[src/rtl/ca_vga_renderer.sv]
// Elementary 1-D cellular-automaton renderer on top of 640x480 VGA timing.
// Each group of CELL lines shows one generation; the frame's first row can scroll per frame.
module ca_vga_renderer #(
  parameter int          H_ACTIVE     = 640,
  parameter int          V_ACTIVE     = 480,
  parameter int          GRID_W       = 100,
  parameter int          LOG_CELL     = 2,
  parameter logic [7:0]  RULE_DEFAULT = 8'd30,
  parameter logic [5:0]  FG_COLOR     = 6'b101100,
  parameter logic [5:0]  BG_COLOR     = 6'b000000,
  parameter logic [15:0] LFSR_INIT    = 16'hACE1
) (
  input  logic       clk,
  input  logic       rst_n,
  input  logic [9:0] pix_x,
  input  logic [9:0] pix_y,
  input  logic       video_active,
  input  logic       hsync_in,
  input  logic       vsync_in,
  input  logic [7:0] rule,
  input  logic       wrap,
  input  logic       scroll_en,
  input  logic       seed_mode,
  input  logic       reseed,
  output logic [5:0] rgb,
  output logic       hsync_out,
  output logic       vsync_out
);

  localparam int          CELL      = 1 << LOG_CELL;
  localparam int          GRID_PX   = GRID_W * CELL;
  localparam int          PAD       = (H_ACTIVE - GRID_PX) / 2;
  localparam int          IDX_W     = (GRID_W > 1) ? $clog2(GRID_W) : 1;
  localparam logic [9:0]  PAD_X     = 10'(PAD);
  localparam logic [9:0]  GRID_PX_X = 10'(GRID_PX);
  localparam logic [9:0]  H_END     = 10'(H_ACTIVE);
  localparam logic [9:0]  V_LAST    = 10'(V_ACTIVE - 1);
  localparam logic [15:0] LFSR_TAPS = 16'hB400;

  // One generation: bit {L,C,R} of the rule selects each new cell.
  function automatic logic [GRID_W-1:0] gen_row(input logic [GRID_W-1:0] v,
                                                input logic [7:0] r, input logic w);
    logic [GRID_W-1:0] l_vec;
    logic [GRID_W-1:0] r_vec;
    logic [GRID_W-1:0] g;
    l_vec = {v[GRID_W-2:0], w & v[GRID_W-1]};
    r_vec = {w & v[0], v[GRID_W-1:1]};
    g = '0;
    for (int i = 0; i < GRID_W; i++) begin
      g[i] = r[{l_vec[i], v[i], r_vec[i]}];
    end
    return g;
  endfunction

  function automatic logic [GRID_W-1:0] seed_row(input logic mode, input logic [15:0] l);
    logic [GRID_W-1:0] s;
    s = '0;
    for (int i = 0; i < GRID_W; i++) begin
      s[i] = mode ? l[i % 16] : (i == GRID_W / 2);
    end
    return s;
  endfunction

  logic [GRID_W-1:0] row_q, row_d, top_q, top_d;
  logic [7:0]        rule_q, rule_d;
  logic              wrap_q, wrap_d;
  logic              pend_q, pend_d;
  logic [15:0]       lfsr_q, lfsr_d;
  logic [5:0]        rgb_q, rgb_d;
  logic              hsync_q, vsync_q;

  logic [9:0]        x_s;
  logic              in_grid_s;
  logic [IDX_W-1:0]  idx_s;
  logic              rs_s, fb_s;
  logic [GRID_W-1:0] gen_row_s, gen_top_s, seed_s, rst_seed_s;

  assign x_s        = pix_x - PAD_X;
  assign in_grid_s  = video_active && (pix_x >= PAD_X) && (x_s < GRID_PX_X);
  assign idx_s      = IDX_W'(x_s >> LOG_CELL);
  assign rs_s       = (pix_x == H_END) && (pix_y < V_LAST)
                      && (pix_y[LOG_CELL-1:0] == {LOG_CELL{1'b1}});
  assign fb_s       = (pix_x == H_END) && (pix_y == V_LAST);
  assign gen_row_s  = gen_row(row_q, rule_q, wrap_q);
  assign gen_top_s  = gen_row(top_q, rule_q, wrap_q);
  assign seed_s     = seed_row(seed_mode, lfsr_q);
  assign rst_seed_s = seed_row(seed_mode, LFSR_INIT);

  // Next-state: row stepping, frame-boundary reload/scroll/reseed, LFSR and pixel colour.
  always_comb begin
    row_d  = row_q;
    top_d  = top_q;
    rule_d = rule_q;
    wrap_d = wrap_q;
    pend_d = pend_q;
    lfsr_d = {1'b0, lfsr_q[15:1]} ^ (lfsr_q[0] ? LFSR_TAPS : 16'h0000);
    if (fb_s) begin
      // gen() here still runs on the outgoing frame's rule/wrap.
      rule_d = rule;
      wrap_d = wrap;
      if (pend_q || reseed) begin
        top_d  = seed_s;
        row_d  = seed_s;
        pend_d = 1'b0;
      end else if (scroll_en) begin
        top_d = gen_top_s;
        row_d = gen_top_s;
      end else begin
        row_d = top_q;
      end
    end else begin
      if (rs_s) begin
        row_d = gen_row_s;
      end else begin
        row_d = row_q;
      end
      if (reseed) begin
        pend_d = 1'b1;
      end else begin
        pend_d = pend_q;
      end
    end
    if (!in_grid_s) begin
      rgb_d = 6'b000000;
    end else if (row_q[idx_s]) begin
      rgb_d = FG_COLOR;
    end else begin
      rgb_d = BG_COLOR;
    end
  end

  // State and output registers with synchronous active-low reset.
  always_ff @(posedge clk) begin
    if (!rst_n) begin
      row_q   <= rst_seed_s;
      top_q   <= rst_seed_s;
      rule_q  <= RULE_DEFAULT;
      wrap_q  <= 1'b0;
      pend_q  <= 1'b0;
      lfsr_q  <= LFSR_INIT;
      rgb_q   <= 6'b000000;
      hsync_q <= 1'b0;
      vsync_q <= 1'b0;
    end else begin
      row_q   <= row_d;
      top_q   <= top_d;
      rule_q  <= rule_d;
      wrap_q  <= wrap_d;
      pend_q  <= pend_d;
      lfsr_q  <= lfsr_d;
      rgb_q   <= rgb_d;
      hsync_q <= hsync_in;
      vsync_q <= vsync_in;
    end
  end

  assign rgb       = rgb_q;
  assign hsync_out = hsync_q;
  assign vsync_out = vsync_q;

endmodule

[config.mk]
export PLATFORM = sky130hd
export DESIGN_NAME = ca_vga_renderer
export DESIGN_NICKNAME = d
export VERILOG_FILES = /design/src/rtl/ca_vga_renderer.sv
export SDC_FILE = /design/constraint.sdc
export NUM_CORES = 1
export LEC_CHECK = 0
export BUFFER_PORTS_ARGS = -buffer_cell sky130_fd_sc_hd__buf_2
export CORE_MARGIN = 2
export CORE_UTILIZATION = 55
export CTS_BUF_LIST = sky130_fd_sc_hd__clkbuf_16
export CTS_CLUSTER_SIZE = 25
export DETAILED_ROUTE_END_ITERATION = 16
export GPL_TIMING_DRIVEN = 0
export PLACE_DENSITY = 0.8
export SYNTH_ARGS = -nofsm -noshare
export SYNTH_HDL_FRONTEND = slang
export SYNTH_SLANG_ARGS = --single-unit
[constraint.sdc]
create_clock -name clk -period 6.23 [get_ports clk]
set_clock_uncertainty 0.15 [all_clocks]
set_input_delay 1.5575 -clock clk [delete_from_list [all_inputs] [get_ports clk]]
set_output_delay 1.5575 -clock clk [all_outputs]
set_load 0.01 [all_outputs]
==> reports/metrics.csv <==
stage,metric,value,unit
grt,antenna violations before repair,11,
synthesis,register area share after synthesis,24.6,%
clocking,CTS tree,done,
run_status,status,"finished, final reports clean",
worst_setup_path,crit-path max FO,10,
worst_setup_path,slowest library cell on the worst path,clkbuf_1,
timing,worst slew pin tran,1.43,ns
clocking,Max clock buf depth,3,
grt,GR Util All Layers,48.5,%
synthesis,top post-synthesis cells by count,"429 x mux4_2, 382 x clkbuf_1, 193 x o21ai_0, 169 x nand2_1, 129 x dfxtp_1",
cells_and_area,fin cells,2694,
floorplan,Initial Util,55.7,%
grt,first-pass GRT wire length,148,mm
grt,Top Usage Layer GRT,met2,
floorplan,I/O pin count,45,
timing,Fin Setup TNS,0,ns
pwr,Leakage,7.98,nW
floorplan,row cnt,74,
worst_setup_path,r2r setup slk,2.35,ns
pwr,PD cells,178,nW/um^2
placement,Placed Cells incl. Taps,2635,
timing,Final Worst Setup Slack,1.20,ns
worst_setup_path,Worst setup EP type,register,
grt,gr ovfl total,0,
routing,via count,21500,
timing,Max Clock Freq,0.199,GHz
synthesis,post-synth top area cell,mux4_2,
worst_setup_path,crit path kind,in -> reg,
cells_and_area,Filler Cells Inserted,3428,
synthesis,Synth cell types,61,
floorplan,Die ar.,43000,um^2
timing,# setup viols final,0,
worst_setup_path,"Req. time, crit path",6.26,ns
grt,GR Util met2,66.6,%
pwr,final total power,4.39,mW
hold_path,worst hold path class,reg -> reg,
timing,final hold vios,0,
floorplan,Core Footprint,40800,um^2
placement,PortBufs,36,
clocking,CTS Buf Count,30,
clocking,Clock Latency Late Sink,0.60,ns
placement,Placed Area,23600,um^2
worst_setup_path,Max stage delay on crit path,0.96,ns
worst_setup_path,CP Cell Sequence,buf_2 > or4_1 > nor2_1 > and2_1 > buf_6 > and3_1 > o21ai_0 > clkbuf_1 > o211ai_1,
synthesis,prevailing post-synth register cell,dfxtp_1,
clocking,Root Driver,clkbuf_16,
routing,total wire length,105,mm
timing,Worst slew margin,4.54,%
synthesis,Seq cells post-synth,229,
routing,DR pass1 iterations,8,
routing,DRC Markers,0,
worst_setup_path,worst path arrival time,5.06,ns
floorplan,Chip Height,207,um
floorplan,Die W,207,um
run,MaxCap Viol Count,0,
timing,fin crit period,5.03,ns
clocking,H-tree depth,1,
placement,global placer's final weighted congestion,1.04,
timing,final slew viol count,0,
synthesis,Post-synth EDFFs,100,
routing,DR vias/cell,7.99,
clocking,Num Clock Sinks,229,
cells_and_area,Final nets,2173,
routing,post-route ant nets,0,
clocking,hold_buf cts,0,
worst_setup_path,largest delay contributor family on the critical path,buffers and inverters,
cells_and_area,design area,24600,um^2
synthesis,Mapped Area,22700,um^2
grt,pin count of the biggest net entering global routing,60,
clocking,CTS resizes,0,
placement,placed wire-length estimate,78.1,mm
cells_and_area,layout cells sized above 1,29.2,%
clocking,Post-CTS Setup Repair Bufs,0,
synthesis,most numerous cell in the Yosys netlist,mux4_2,
routing,Wirelength per Cell,39.0,um
synthesis,synth top area cells,"mux4_2 42%, edfxtp_1 13%, dfxtp_1 11%",
routing,DR iter-0 viols,3841,
pwr,worst vdd ir,205,uV
timing,unrepaired setup endpoints after global routing,no,
cells_and_area,area delta synth->final,8.21,%
clocking,clock-pin slew on the worst setup and hold paths,0.06,ns
grt,vias in the first global route,20000,
synthesis,synth warn,0,
synthesis,Syn Inst Count,2064,
worst_setup_path,startpoint types,primary input,
synthesis,ys async rst share,0,%
grt,met3 GRT Util,20.9,%
grt,routing usage on met1,65.2,%
synthesis,top cell type's share of synthesized area,42.5,%
timing,"Period Utilization, post-route",80.7,%
synthesis,post-synthesis average cell area,11.0,um^2
placement,pre-CTS worst setup slack,1.05,ns
worst_setup_path,worst path buffer plus inverter count,3,
-- stage by stage --
| stage | hold slack [ns] | util [%] |
|---|---|---|
| after global routing | 0.317 | 60.3 |
| after floorplan | 0.250 | - |
| after detailed placement | 0.273 | 57.9 |
| final | 0.289 | 60.3 |
| after CTS | 0.287 | 60.3 |
| after global placement | 0.260 | 57.8 |
-- report_power, final --
group	internal (mW)	switching [mW]
clock	1.02	0.795
sequential	1.64	0.0260
combinational	0.393	0.514
-- cell families (layout without fill, tap and decap cells) --
| kind of cell | count (synthesis) | after routing | share of synthesized area [%] |
|---|---|---|---|
| compound gates | 498 | 498 | 13.3 |
| flops | 229 | 229 | 24.6 |
| fa+ha+maj | 1 | 1 | 0.0550 |
| xor+xnor | 8 | 8 | 0.308 |
| simple gates | 328 | 328 | 6.54 |
| mux | 528 | 528 | 47.2 |
| buf+inv | 471 | 563 | 8.08 |
| other cells | 1 | 7 | 0.0165 |
-- final cells by class --
type / count / area, um^2 / area share [%]
inverters: 22 / 82.6 / 0.335
repair buffers: 37 / 200 / 0.813
clock inverters: 24 / 206 / 0.839
flip-flops and latches: 229 / 5590 / 22.7
plain buffers: 449 / 1760 / 7.14
well taps: 532 / 666 / 2.70
diodes: 4 / 10.0 / 0.0407
clock buffers: 31 / 776 / 3.15
multi-input cells: 1366 / 15300 / 62.3
-- state kept, by name, indices dropped and copies added, names as in the netlist --
register and flops:
vsync_out 1, lfsr_q 16, hsync_out 1, pend_q 1, rgb 1, rule_q 8, wrap_q 1, top_q 100
row_q 100
-- tightest hold or removal path, cell delays in order, from the launching register on --
cell	delay, ns
dfxtp_1	0.30
inv_1	0.06
nor2_1	0.04
-- layout by cell type (no fill, tap or decap), drive strengths merged, types with 3 or more instances in the layout --
master	count
conb	3
buf	104
xnor2	5
o31ai	21
inv	25
mux2i	37
nand2b	7
nand3b	4
nor3b	5
o211ai	45
nand2	170
dfxtp	129
xor2	3
a31oi	14
nor2	60
mux2	62
o211a	20
o21bai	8
and3	5
a32o	24
nor3	3
diode	4
nand4b	3
clkinv	17
bufinv	3
edfxtp	100
nand3	52
clkbuf	413
a21oi	125
mux4	429
o21ai	216
a211oi	14
and2	8
-- layer usage --
layer,wire [um],vias to the layer above
met3,18800,414
met2,43000,2098
met5,46,-
met4,6840,8
met1,36500,10800
li1,-,8204
-- worst paths after layout --
kind,start,end,cells after the start
worst max-delay path,pix_x[2],row_q[91],9
worst min-delay path,lfsr_q[15],lfsr_q[14],2
worst max register to register,rule_q[4],row_q[87],6
worst min register to register,lfsr_q[15],lfsr_q[14],2
(Power assumes the default switching activity.)
